File: src/rtl/fp_round_stage.sv
// rtl/fp_round_stage.sv - two-stage IEEE-754 rounding and packing stage with valid/ready and sticky flags
// urnd_i layout: {u_result[FP_WIDTH-1:0], rs[1:0], round_en, invalid, exp_cout[1:0]}; modes RNE=0 RTZ=1 RDN=2 RUP=3 RMM=4
module fp_round_stage #(
    parameter logic [1:0] FP_FORMAT = 2'd0,
    localparam int EXP_WIDTH  = (FP_FORMAT == 2'd1) ? 11 : (FP_FORMAT == 2'd2) ? 5 : 8,
    localparam int MANT_WIDTH = (FP_FORMAT == 2'd1) ? 52 : (FP_FORMAT == 2'd2) ? 10 :
                                (FP_FORMAT == 2'd3) ? 7 : 23,
    localparam int FP_WIDTH   = EXP_WIDTH + MANT_WIDTH + 1,
    localparam int URND_WIDTH = FP_WIDTH + 6
) (
    input  logic                  clk_i,
    input  logic                  reset_i,
    input  logic                  valid_i,
    output logic                  ready_o,
    input  logic [URND_WIDTH-1:0] urnd_i,
    input  logic [2:0]            rnd_i,
    output logic                  valid_o,
    input  logic                  ready_i,
    output logic [FP_WIDTH-1:0]   result_o,
    output logic [4:0]            fflags_o,
    output logic [4:0]            fflags_acc_o,
    input  logic                  flags_clr_i
);
    localparam int E = EXP_WIDTH;
    localparam int M = MANT_WIDTH;
    localparam int W = FP_WIDTH;

    localparam logic [2:0] RNE = 3'd0;
    localparam logic [2:0] RTZ = 3'd1;
    localparam logic [2:0] RDN = 3'd2;
    localparam logic [2:0] RUP = 3'd3;
    localparam logic [2:0] RMM = 3'd4;

    logic [W-1:0] in_res;
    logic [1:0]   in_rs;
    logic         in_ren;
    logic         in_inv;
    logic [1:0]   in_cout;
    logic         in_inc;

    assign in_res  = urnd_i[W+5:6];
    assign in_rs   = urnd_i[5:4];
    assign in_ren  = urnd_i[3];
    assign in_inv  = urnd_i[2];
    assign in_cout = urnd_i[1:0];

    always_comb begin
        in_inc = 1'b0;
        if (in_ren) begin
            case (rnd_i)
                RTZ:     in_inc = 1'b0;
                RDN:     in_inc = in_res[W-1] & (in_rs[1] | in_rs[0]);
                RUP:     in_inc = !in_res[W-1] & (in_rs[1] | in_rs[0]);
                RMM:     in_inc = in_rs[1];
                default: in_inc = in_rs[1] & (in_rs[0] | in_res[0]);
            endcase
        end
    end

    logic         s1_valid;
    logic [W-1:0] s1_res;
    logic [2:0]   s1_mode;
    logic         s1_inc;
    logic         s1_ren;
    logic         s1_inv;
    logic [1:0]   s1_cout;
    logic         s1_rs_any;
    logic         s1_adv;
    logic         s2_adv;

    assign s2_adv  = !valid_o | ready_i;
    assign s1_adv  = !s1_valid | s2_adv;
    assign ready_o = s1_adv;

    always_ff @(posedge clk_i or posedge reset_i) begin
        if (reset_i) begin
            s1_valid <= 1'b0;
        end else if (s1_adv) begin
            s1_valid <= valid_i;
        end
    end

    always_ff @(posedge clk_i) begin
        if (valid_i && s1_adv) begin
            s1_res    <= in_res;
            s1_mode   <= rnd_i;
            s1_inc    <= in_inc;
            s1_ren    <= in_ren;
            s1_inv    <= in_inv;
            s1_cout   <= in_cout;
            s1_rs_any <= in_rs[1] | in_rs[0];
        end
    end

    logic [E+M:0] sum;
    logic         sign;
    logic         ovf;
    logic         to_inf;
    logic [W-1:0] next_res;
    logic [4:0]   next_flags;

    // A carry out of the full {exp,mant} field (all-ones input) is also an overflow.
    always_comb begin
        sign   = s1_res[W-1];
        sum    = {1'b0, s1_res[W-2:0]} + {{(E+M){1'b0}}, s1_inc};
        ovf    = s1_ren & (s1_cout[1] | sum[E+M] | (&sum[E+M-1 -: E]));
        to_inf = 1'b1;
        case (s1_mode)
            RTZ:     to_inf = 1'b0;
            RDN:     to_inf = sign;
            RUP:     to_inf = !sign;
            default: to_inf = 1'b1;
        endcase
        if (!s1_ren) begin
            next_res = s1_res;
        end else if (ovf) begin
            next_res = to_inf ? {sign, {E{1'b1}}, {M{1'b0}}}
                              : {sign, {(E-1){1'b1}}, 1'b0, {M{1'b1}}};
        end else begin
            next_res = {sign, sum[E+M-1:0]};
        end
        next_flags = {s1_inv, 1'b0, ovf,
                      s1_ren & s1_cout[0] & s1_rs_any,
                      (s1_ren & s1_rs_any) | ovf};
    end

    always_ff @(posedge clk_i or posedge reset_i) begin
        if (reset_i) begin
            valid_o      <= 1'b0;
            result_o     <= '0;
            fflags_o     <= '0;
            fflags_acc_o <= '0;
        end else begin
            if (s2_adv) begin
                valid_o <= s1_valid;
                if (s1_valid) begin
                    result_o <= next_res;
                    fflags_o <= next_flags;
                end
            end
            if (valid_o && ready_i) begin
                fflags_acc_o <= flags_clr_i ? fflags_o : (fflags_acc_o | fflags_o);
            end else if (flags_clr_i) begin
                fflags_acc_o <= '0;
            end
        end
    end
endmodule

File: config.mk
export PLATFORM = sky130hd
export DESIGN_NAME = fp_round_stage
export DESIGN_NICKNAME = d
export VERILOG_FILES = /design/src/rtl/fp_round_stage.sv
export SDC_FILE = /design/constraint.sdc
export NUM_CORES = 1
export LEC_CHECK = 0
export CAP_MARGIN = 10
export CORE_MARGIN = 2
export CORE_UTILIZATION = 36
export DETAILED_ROUTE_END_ITERATION = 6
export PLACE_DENSITY_LB_ADDON = 0.2
export REMOVE_ABC_BUFFERS = 1
export SLEW_MARGIN = 20
export SYNTH_ARGS = -nofsm -noshare
export SYNTH_HDL_FRONTEND = slang
export SYNTH_SLANG_ARGS = --single-unit
File: constraint.sdc
create_clock -name clk_i -period 3.3 [get_ports clk_i]
set_input_delay 0.99 -clock clk_i [delete_from_list [all_inputs] [get_ports clk_i]]
set_output_delay 0.99 -clock clk_i [all_outputs]
set_load 0.05 [all_outputs]
==> key figures <==
Worst setup path
  • Worst-path cell chain: ha_2 -> ha_4 -> nand3_1 -> or3_4 -> or4b_4 -> xnor2_1 -> or4b_4 -> o21ai_4 -> buf_6 -> nor3_1 -> o32a_1
  • Worst setup EP type: flop
  • Worst Path Arrival: between 3000 and 4000 ps
  • Critical Path RT: 3540 ps
  • Most used cell, CP: or4b_4
  • Setup crit start kind: flop
  • Max stage delay on crit path: 540 ps
  • Crit path kind: flop to flop
  • FF-to-FF path depth: 11
  • Worst Path Max Fanout: 5
  • CP max-delay cell: or4b_4

Drt
  • DRT Pass-1 Iters: 4
  • Post-DR wirelength/cell: approximately 16 um
  • Vias: approximately 3000
  • ANT nets after route: 0
  • Drt initial violations: 208
  • Post-DR vias/cell: 5.09
  • Drt drc: 0
  • WL final: 9550 um

Placed design
  • DP HPWL: 6860 um
  • GPL Wtd Cong: 0.867
  • Placed cell count: 578
  • Port Buf Inserts: 87

Finish
  • Fill count: 999
  • Post-route non-filler standard cell count: 598
  • Nets: 501
  • Share of layout cells above drive strength 1: 0.116
  • Commonest non-fill, non-tap cell in the layout: clkdlybuf4s50_1
  • ANT cells: 0
  • Most frequent cells in the layout: 86 x clkdlybuf4s50_1, 59 x nand2_1, 42 x dfrtp_1
  • Synthesis-to-layout area growth: 33.4%

Power
  • Leak Pwr: 1.98 nW
  • Gate power share: 0.286
  • Switching Fraction: 0.344
  • P_int: 0.00186 W
  • Max VDD drop: between 0.2 and 0.3 mV
  • Power density over the cells: 534 nW/um^2
  • Seq pwr share: 0.462
  • Power share of the clock group: 0.252
  • Net load switching power: a little under 0.001 W
  • Power Total: 0.00283 W

Timing
  • Final period util: 0.968
  • Final setup viols: 0
  • Min cycle time layout: 3200 ps
  • RSZ-0062 raised after global routing: false
  • Rel. slew slack: 0.643
  • Final hold vios: 0
  • Fmax: roughly 310 MHz
  • Clk_skew: 13.1 ps
  • Max-slew violations: 0
  • Slew of the pin with the lowest slew margin: between 500 and 600 ps

Outcome
  • Status: finished, final reports clean

Logic synthesis
  • Avg Inst Size Synth: 11.2 um^2
  • Post-synth ARST share: 0.506
  • Most used DFF post-synth: dfrtp_1
  • Synth Cell Area: 3970 um^2
  • Synth top area cells: edfxtp_1 31%, dfrtp_1 26%, nand2_1 5.7%, o311ai_1 4.4%, xor2_1 3.8%
  • Synth Warn #: 0
  • #FFs+latches synth: 83
  • Yosys top cell by area: edfxtp_1
  • Area fraction of the dominant cell type after synthesis: 0.310
  • Cells after synthesis: around 350
  • Netlist cell types: 55
  • EDFF count, synth: 41
  • Seq/Total Area, Yosys: 0.575

Floorplan
  • DIE WIDTH: 109 um
  • Core Area: 10800 um^2
  • Rows: 38
  • Die area: 11900 um^2
  • Die H: around 110 um
  • # IOs: 90
  • Initial Util: 0.368

Clock network
  • CTS sink count: 83
  • Clock transition at path regs: 90 ps
  • CTS tree: built
  • Clk root buf: clkbuf_8
  • H-tree depth: 3
  • Hold buffer count at CTS: 0
  • CTS Buffer Depth: 2
  • Num CTS Buffers: 9
  • Worst-Skew Late Latency: 350 ps

Global route
  • Largest net degree at the start of global routing: 43
  • Vias in the first global route: 2904
  • GRT overflow: 0
  • Initial antenna violation count: 0
  • Total GRT Usage: 0.167
  • Global-route wire length before repair: around 15000 um

Flow run
  • Max-cap violations: 0

Hold path
  • Hold Path Cell Cnt: 2
  • Worst Hold Class: flop to flop
-- what timing repair did --
action | CTS | global route
setup buffers | 2 | 1
gates cloned | 1 | 0
pin swaps | 2 | 4
endpoints found under the setup margin | 1 | 25
resized for setup | 6 | 2
-- registers in the layout, summed over array words and instances, names as in the netlist, 2 cells and up --
register      cells
fflags_acc_o      4
s1_res           32
fflags_o          4
s1_cout           2
result_o         32
s1_mode           3
-- cell families after synthesis --
| kind of cell | after synthesis | synth area share |
|---|---|---|
| other | 1 | 0.000945 |
| flip-flops | 83 | 0.575 |
| XOR/XNOR | 27 | 0.0596 |
| buffers and inverters | 30 | 0.0410 |
| multiplexers | 2 | 0.00536 |
| AND/OR/NAND/NOR | 149 | 0.201 |
| AO/OA/AOI/OAI | 60 | 0.111 |
| adder cells (fa/ha/maj) | 2 | 0.00630 |
-- cell usage after synthesis, types with 6 or more instances --
master / number
and3_1: 6
nand4_1: 14
xnor2_1: 10
nand3_1: 15
nor3_1: 8
nor2_1: 10
dfrtp_1: 42
o311ai_1: 20
o21ai_0: 11
and2_1: 7
o31ai_1: 8
xor2_1: 17
nand2_1: 60
a21oi_1: 6
inv_1: 11
edfxtp_1: 41
-- layer usage --
layer / wire [um] / GRT usage
met3: 503 / 0.0323
met2: 4860 / 0.276
met1: 4070 / 0.218
met5: 0 / 0
met4: 121 / 0.0586
-- stage by stage --
stage | util | worst slack, ps | instance area [um^2] | TNS (ps) | hold slack (ps)
5_1_grt | 0.491 | 21.1 | 5300 | 0 | 485
4_1_cts | 0.489 | 11.7 | 5280 | 0 | 464
6_report | 0.491 | 105 | 5300 | 0 | 459
2_1_floorplan | - | -226 | 3850 | -4510 | 415
3_3_place_gp | 0.467 | 88.1 | 5040 | 0 | 426
3_5_place_dp | 0.467 | 4.45 | 5040 | 0 | 444
-- worst paths after layout --
| path | from | end | slack, ps |
|---|---|---|---|
| setup / recovery | s1_res[0] | result_o[0] | 100 |
| hold / removal | s1_inv | fflags_o[4] | 460 |
| setup reg to reg | s1_res[0] | result_o[0] | 100 |
| hold reg to reg | s1_inv | fflags_o[4] | 460 |
| max in group asynchronous | reset_i | result_o[24] | 1850 |
| min in group asynchronous | reset_i | fflags_o[4] | 1080 |
-- critical path, delay by kind of cell (launching register included) --
family	cells	cell delay [ps]
fa+ha+maj	2	340
compound gates	2	550
simple gates	5	1530
buf+inv	1	150
xor+xnor	1	140
flops	1	360
-- final cells by class --
class | count | area, um^2 | area share
multi-input cells | 243 | 1570 | 0.297
flip-flops and latches | 83 | 2280 | 0.431
well taps | 140 | 175 | 0.0331
repair buffers | 105 | 1030 | 0.195
clock inverters | 3 | 21.3 | 0.00402
clock buffers | 13 | 170 | 0.0321
inverters | 11 | 41.3 | 0.00780
-- power groups by stage --
stage / sequential, W / clock, W / combinational (W)
floorplan: 0.00162 / 0 / 0.000186
global placement: 0.00133 / 0 / 0.000799
detailed placement: 0.00133 / 0 / 0.000806
CTS: 0.00131 / 0.000730 / 0.000815
global route: 0.00132 / 0.000773 / 0.000859
finish: 0.00131 / 0.000713 / 0.000808
No activity file was read; power rests on OpenSTA's default activity.
